===== src/rtl/tz80_bus_pkg.sv =====
// tz80_bus_pkg: shared tz80 CPU bus widths and SRAM bridge state encoding
package tz80_bus_pkg;
  localparam int ADDR_W = 16;
  localparam int DATA_W = 8;
  localparam int WAIT_STATES_DEFAULT = 2;
  typedef enum logic [2:0] {IDLE, RD, WSETUP, WPULSE, WHOLD, DONE} state_t;
endpackage


===== src/rtl/tz80_sram_bridge_if.sv =====
// tz80_sram_bridge_if: tz80 CPU memory bus, CPU as master, memory as slave
interface tz80_sram_bridge_if;
  import tz80_bus_pkg::*;
  logic [ADDR_W-1:0] address;
  logic [DATA_W-1:0] o_data;
  logic              we;
  logic [DATA_W-1:0] i_data;
  logic              locked;
  modport master (output address, o_data, we, input i_data, locked);
  modport slave (input address, o_data, we, output i_data, locked);
endinterface


===== src/rtl/tz80_sram_bridge.sv =====
// tz80_sram_bridge: tz80 bus responder driving an async 8-bit SRAM with wait states
module tz80_sram_bridge
  import tz80_bus_pkg::*;
#(
  parameter int WAIT_STATES = WAIT_STATES_DEFAULT,
  parameter int SRAM_ADDR_W = 16
) (
  input  logic                   clock,
  input  logic                   reset,
  tz80_sram_bridge_if.slave      bus,
  output logic [SRAM_ADDR_W-1:0] sram_addr,
  output logic [DATA_W-1:0]      sram_dq_o,
  input  logic [DATA_W-1:0]      sram_dq_i,
  output logic                   sram_dq_oe,
  output logic                   sram_ce_n,
  output logic                   sram_oe_n,
  output logic                   sram_we_n
);
  localparam logic [3:0] WS = 4'(WAIT_STATES);
  state_t            state, state_nxt;
  logic              valid;
  logic [ADDR_W-1:0] hold_addr;
  logic [DATA_W-1:0] hold_data;
  logic [3:0]        cnt;
  logic              hit;
  assign hit = valid && bus.address == hold_addr && !bus.we;
  always_ff @(posedge clock or posedge reset)
    if (reset) state <= IDLE;
    else state <= state_nxt;
  always_comb begin
    state_nxt = state;
    case (state)
      IDLE:    state_nxt = hit ? IDLE : bus.we ? WSETUP : RD;
      RD:      state_nxt = cnt == '0 ? DONE : RD;
      WSETUP:  state_nxt = WPULSE;
      WPULSE:  state_nxt = cnt == '0 ? WHOLD : WPULSE;
      WHOLD:   state_nxt = DONE;
      default: state_nxt = IDLE;
    endcase
  end
  // strobes decode straight from state so reset releases them without waiting for a clock
  always_comb begin
    sram_ce_n  = !(state inside {RD, WSETUP, WPULSE, WHOLD});
    sram_oe_n  = state != RD;
    sram_we_n  = state != WPULSE;
    sram_dq_oe = state inside {WSETUP, WPULSE, WHOLD};
    bus.locked = (state == IDLE && hit) || state == DONE;
  end
  assign bus.i_data = hold_data;
  always_ff @(posedge clock or posedge reset)
    if (reset) begin
      valid     <= 1'b0;
      hold_addr <= '0;
      hold_data <= '0;
      cnt       <= '0;
      sram_addr <= '0;
      sram_dq_o <= '0;
    end else begin
      case (state)
        IDLE: if (!hit) begin
          hold_addr <= bus.address;
          sram_addr <= SRAM_ADDR_W'(bus.address);
          valid     <= bus.we;
          cnt       <= WS;
          if (bus.we) begin
            hold_data <= bus.o_data;
            sram_dq_o <= bus.o_data;
          end
        end
        RD: if (cnt == '0) begin
          hold_data <= sram_dq_i;
          valid     <= 1'b1;
        end else cnt <= cnt - 4'd1;
        WSETUP: cnt <= WS;
        WPULSE: if (cnt != '0) cnt <= cnt - 4'd1;
        default: ;
      endcase
    end
endmodule


===== src/flat_wrapper.sv =====
// flat-port wrapper written by rule: the top's interface ports become plain ports
module tz80_sram_bridge_flat import tz80_bus_pkg::*;
#(
  parameter int WAIT_STATES = WAIT_STATES_DEFAULT,
  parameter int SRAM_ADDR_W = 16
)
  (clock, reset, sram_addr, sram_dq_o, sram_dq_i, sram_dq_oe, sram_ce_n, sram_oe_n, sram_we_n, bus_address, bus_o_data, bus_we, bus_i_data, bus_locked);
  tz80_sram_bridge_if bus_i ();
  input  logic clock;
  input  logic reset;
  output logic [SRAM_ADDR_W-1:0] sram_addr;
  output logic [DATA_W-1:0] sram_dq_o;
  input  logic [DATA_W-1:0] sram_dq_i;
  output logic sram_dq_oe;
  output logic sram_ce_n;
  output logic sram_oe_n;
  output logic sram_we_n;
  input wire logic [$bits(bus_i.address)-1:0] bus_address;
  input wire logic [$bits(bus_i.o_data)-1:0] bus_o_data;
  input wire logic [$bits(bus_i.we)-1:0] bus_we;
  output wire logic [$bits(bus_i.i_data)-1:0] bus_i_data;
  output wire logic [$bits(bus_i.locked)-1:0] bus_locked;
  assign bus_i.address = bus_address;
  assign bus_i.o_data = bus_o_data;
  assign bus_i.we = bus_we;
  assign bus_i_data = bus_i.i_data;
  assign bus_locked = bus_i.locked;
  tz80_sram_bridge #(.WAIT_STATES(WAIT_STATES), .SRAM_ADDR_W(SRAM_ADDR_W)) u_core (.clock(clock), .reset(reset), .bus(bus_i), .sram_addr(sram_addr), .sram_dq_o(sram_dq_o), .sram_dq_i(sram_dq_i), .sram_dq_oe(sram_dq_oe), .sram_ce_n(sram_ce_n), .sram_oe_n(sram_oe_n), .sram_we_n(sram_we_n));
endmodule

===== config.mk =====
export PLATFORM = sky130hd
export DESIGN_NAME = tz80_sram_bridge_flat
export DESIGN_NICKNAME = d
export VERILOG_FILES = /design/src/rtl/tz80_bus_pkg.sv /design/src/rtl/tz80_sram_bridge_if.sv /design/src/rtl/tz80_sram_bridge.sv /design/src/flat_wrapper.sv
export SDC_FILE = /design/constraint.sdc
export NUM_CORES = 1
export LEC_CHECK = 0
export ABC_AREA = 1
export CAP_MARGIN = 5
export CORE_MARGIN = 3
export CORE_UTILIZATION = 44
export CTS_BUF_LIST = sky130_fd_sc_hd__clkbuf_8
export CTS_CLUSTER_DIAMETER = 100
export CTS_CLUSTER_SIZE = 14
export DETAILED_ROUTE_END_ITERATION = 10
export PLACE_DENSITY = 0.79
export REMOVE_ABC_BUFFERS = 1
export SETUP_SLACK_MARGIN = 0.5
export SYNTH_ARGS = -nofsm -noshare
export SYNTH_HDL_FRONTEND = slang
export SYNTH_SLANG_ARGS = --single-unit

===== constraint.sdc =====
create_clock -name clock -period 1.3 [get_ports clock]
set_input_delay 0.26 -clock clock [delete_from_list [all_inputs] [get_ports clock]]
set_output_delay 0.26 -clock clock [all_outputs]
set_load 0.005 [all_outputs]

==> run_results.csv <==
group,metric,value,unit
floorplan,row_count,25,
clock_tree,htreeDepth,2,
global_route,gr-max-usage-layer,"met2",
finish,nNetsFinal,562,
finish,final_common_cell,"nand2_1",
sta,hold_violations,0,
worst_setup_path,endpoint_kind,"flop",
worst_setup_path,r2r_cells,9,
global_route,grt_pass1_wl,16300,um
synthesis,yosys_warnings,0,
worst_setup_path,critPathRequiredTime,1.49,ns
place,hpwl,4880,um
power,total_power,12.1,mW
clock_tree,clockBufferDepth,2,
clock_tree,cts_buffers,5,
global_route,met1_usage,0.336,
floorplan,initial_utilization,0.472,
global_route,grt_pass1_vias,3387,
synthesis,async_reset_ff_frac,1.00,
sta,rsz0062_at_grt,"yes",
worst_setup_path,startpoint,"u_core.sram_addr[11]$_DFFE_PP0P_",
finish,nFillCells,155,
global_route,antenna_found_initial,0,
global_route,grt_util_all_layers,0.345,
hold_path,hold_class,"in -> reg",
drt,drt_iter0_markers,422,
finish,register_area,0.00100,mm2
global_route,grt-ovfl-total,0,
synthesis,ys.flop_type,"dfrtp_1",
worst_setup_path,worstPathArrival,2.30,ns
sta,hold_ws,0.397,ns
sta,slew_violations,0,
sta,fmax,0.473,GHz
place,placedCellCount,516,
drt,antenna_left,0,
floorplan,pin_count,72,
synthesis,yosysUniqueCellTypes,30,
worst_setup_path,path_max_fanout,16,
clock_tree,cts.sinks,40,
global_route,grt_max_degree,41,
sta,worstMarginPinSlew,0.402,ns
drt,drt-vias-per-instance,6.22,
worst_setup_path,r2r_slack,-0.81,ns
finish,fin_util,0.941,
finish,fin_cells,593,
finish,syn_to_final_growth,99.5,%
power,vdd_drop_max,1.96,mV
worst_setup_path,crit_end,"u_core.sram_addr[13]$_DFFE_PP0P_",
floorplan,die_area,0.00614,mm2
flow_run,cap_violations,0,
drt,route.vias.total,3691,
sta,period_share,1.63,
synthesis,synth_area,0.00230,mm2
clock_tree,cts_root_buf,"clkbuf_8",
synthesis,ys_top_cells_by_area,"dfrtp_1 (43%), nand2_1 (20%), nand3_1 (9.3%)",
drt,post-route-drc-count,0,
power,p_leak,2.42,nW
synthesis,synth_edf_count,0,
drt,finalWirelength,14300,um
sta,fin_crit,2.11,ns
synthesis,syn_avg_cell_area,7.08,um2
finish,multi_input_area,0.00143,mm2
sta,setup_ws,-0.813,ns
place,gp_congestion,0.848,
sta,relSlewSlack,0.730,
floorplan,die_h,78.3,um
worst_setup_path,r2r-start,"u_core.sram_addr[11]$_DFFE_PP0P_",
global_route,grt_use_met2,0.628,
finish,final_cell_mix,"nand2_1 (96), buf_4 (82), buf_6 (53)",
power,power_density,2630,mW/mm2
worst_setup_path,cp-start-kind,"flop",
floorplan,die_w,78.3,um
sta,setup_viol,51,
synthesis,yosysSeqAreaShare,0.435,
synthesis,synth_top_area_frac,0.435,
clock_tree,clock_latency,0.31,ns
status,status,"finished with violations",
finish,layout-drive-gt1-share,0.506,
worst_setup_path,timing.rr.end,"u_core.sram_addr[13]$_DFFE_PP0P_",
synthesis,yosys.area.top_type,"dfrtp_1",
synthesis,ys_ff_latch,40,
drt,dr.pass1.iters,5,
finish,num_antenna_cells,0,
floorplan,core,0.00488,mm2
status,violations,"setup timing",
synthesis,synthCells,325,
drt,avgRoutedWirePerCell,24.1,um
global_route,met3_usage,0.108,
worst_setup_path,path_class,"reg -> reg",
clock_tree,clkTransAtPathRegs,0.09,ns
clock_tree,cts_tree,"yes",
place,port_buffers,71,
sta,fin_worst_skew,0.0112,ns
clock_tree,hold_buffers,0,
==> where the power goes <==
group / total, mW / leakage [nW] / internal, mW / switching, mW
registers: 2.41 / 0.491 / 1.84 / 0.572
logic: 8.76 / 1.89 / 4.25 / 4.51
clock network: 0.906 / 0.0404 / 0.381 / 0.525
total: 12.1 / 2.42 / 6.47 / 5.61
==> layout make-up <==
| type | instances | area share |
|---|---|---|
| clock buffer | 5 | 0.0150 |
| clock inverter | 3 | 0.00518 |
| inverter | 42 | 0.0381 |
| multi-input combinational | 236 | 0.312 |
| sequential | 40 | 0.218 |
| tap | 67 | 0.0183 |
| timing repair buffer | 197 | 0.386 |
| timing repair inverter | 3 | 0.00735 |
==> through the flow <==
step / setup slack [ns] / instance area [um2] / setup TNS (ns)
2_1_floorplan: -0.144 / 2250 / -3.23
5_1_grt: -0.799 / 4590 / -25.01
3_5_place_dp: -1.04 / 3530 / -19.31
6_report: -0.813 / 4590 / -24.45
3_3_place_gp: -1.01 / 3530 / -18.70
4_1_cts: -0.474 / 4180 / -11.82
==> critical path, stage by stage (launching register included) <==
cell	delay (ns)
dfrtp_1	0.42
inv_1	0.08
nand2_1	0.11
nand2_1	0.19
nor2_1	0.17
and2_4	0.19
buf_4	0.17
nand4_4	0.32
nand3_1	0.23
nand2_2	0.09
==> sequential cells by signal (all words and copies together), names as in the netlist <==
signal,cells
u_core.bus.i_data,8
u_core.cnt,4
u_core.sram_addr,16
u_core.sram_dq_o,8
u_core.state,3
u_core.valid,1
==> cells by family after synthesis <==
kind of cell	after synthesis	synth area share
and+or+nand+nor	218	0.416
adders and majority gates	2	0.0109
buffers and inverters	49	0.0935
AOI/OAI and AO/OA	13	0.0331
DFF	40	0.435
xor gates and xnor gates	3	0.0114
==> metal layers <==
metal  routed length (um)  vias to the layer above  part of all wire
li1                     -                     1432                 -
met1                 4590                     1691              0.32
met2                 6410                      400              0.45
met3                 1720                      168              0.12
met4                 1580                        0              0.11
met5                    0                        -                 0
==> how the worst min path moves through the flow <==
stage	end	cells past startpoint	start
3_3_place_gp	u_core.sram_dq_o[1]$_DFFE_PP0P_	2	u_core.sram_dq_o[1]$_DFFE_PP0P_
4_1_cts	u_core.sram_dq_o[2]$_DFFE_PP0P_	3	reset
5_1_grt	u_core.sram_addr[3]$_DFFE_PP0P_	3	bus_address[3]
6_report	u_core.sram_addr[8]$_DFFE_PP0P_	3	bus_address[8]
2_1_floorplan	u_core.sram_dq_o[0]$_DFFE_PP0P_	2	bus_o_data[0]
3_5_place_dp	u_core.sram_dq_o[1]$_DFFE_PP0P_	2	u_core.sram_dq_o[1]$_DFFE_PP0P_
==> synthesized netlist by cell type (2+ instances only) <==
| library cell | number |
|---|---|
| inv_2 | 2 |
| inv_1 | 38 |
| ha_1 | 2 |
| a31oi_1 | 9 |
| nand2_1 | 125 |
| xnor2_1 | 3 |
| nor2_4 | 4 |
| nand2_2 | 2 |
| dfrtp_1 | 40 |
| nor2_1 | 32 |
| buf_2 | 3 |
| o21ai_0 | 2 |
| nand3_1 | 43 |
| buf_6 | 3 |
| nand4_1 | 2 |
==> repair_timing <==
action / 4_1_cts / 5_1_grt
resized for setup: 264 / 60
cloned: 4 / 0
pin swaps: 31 / 32
endpoints found under the setup margin: 77 / 77
buffers inserted: 40 / 25
(Power assumes the default switching activity.)
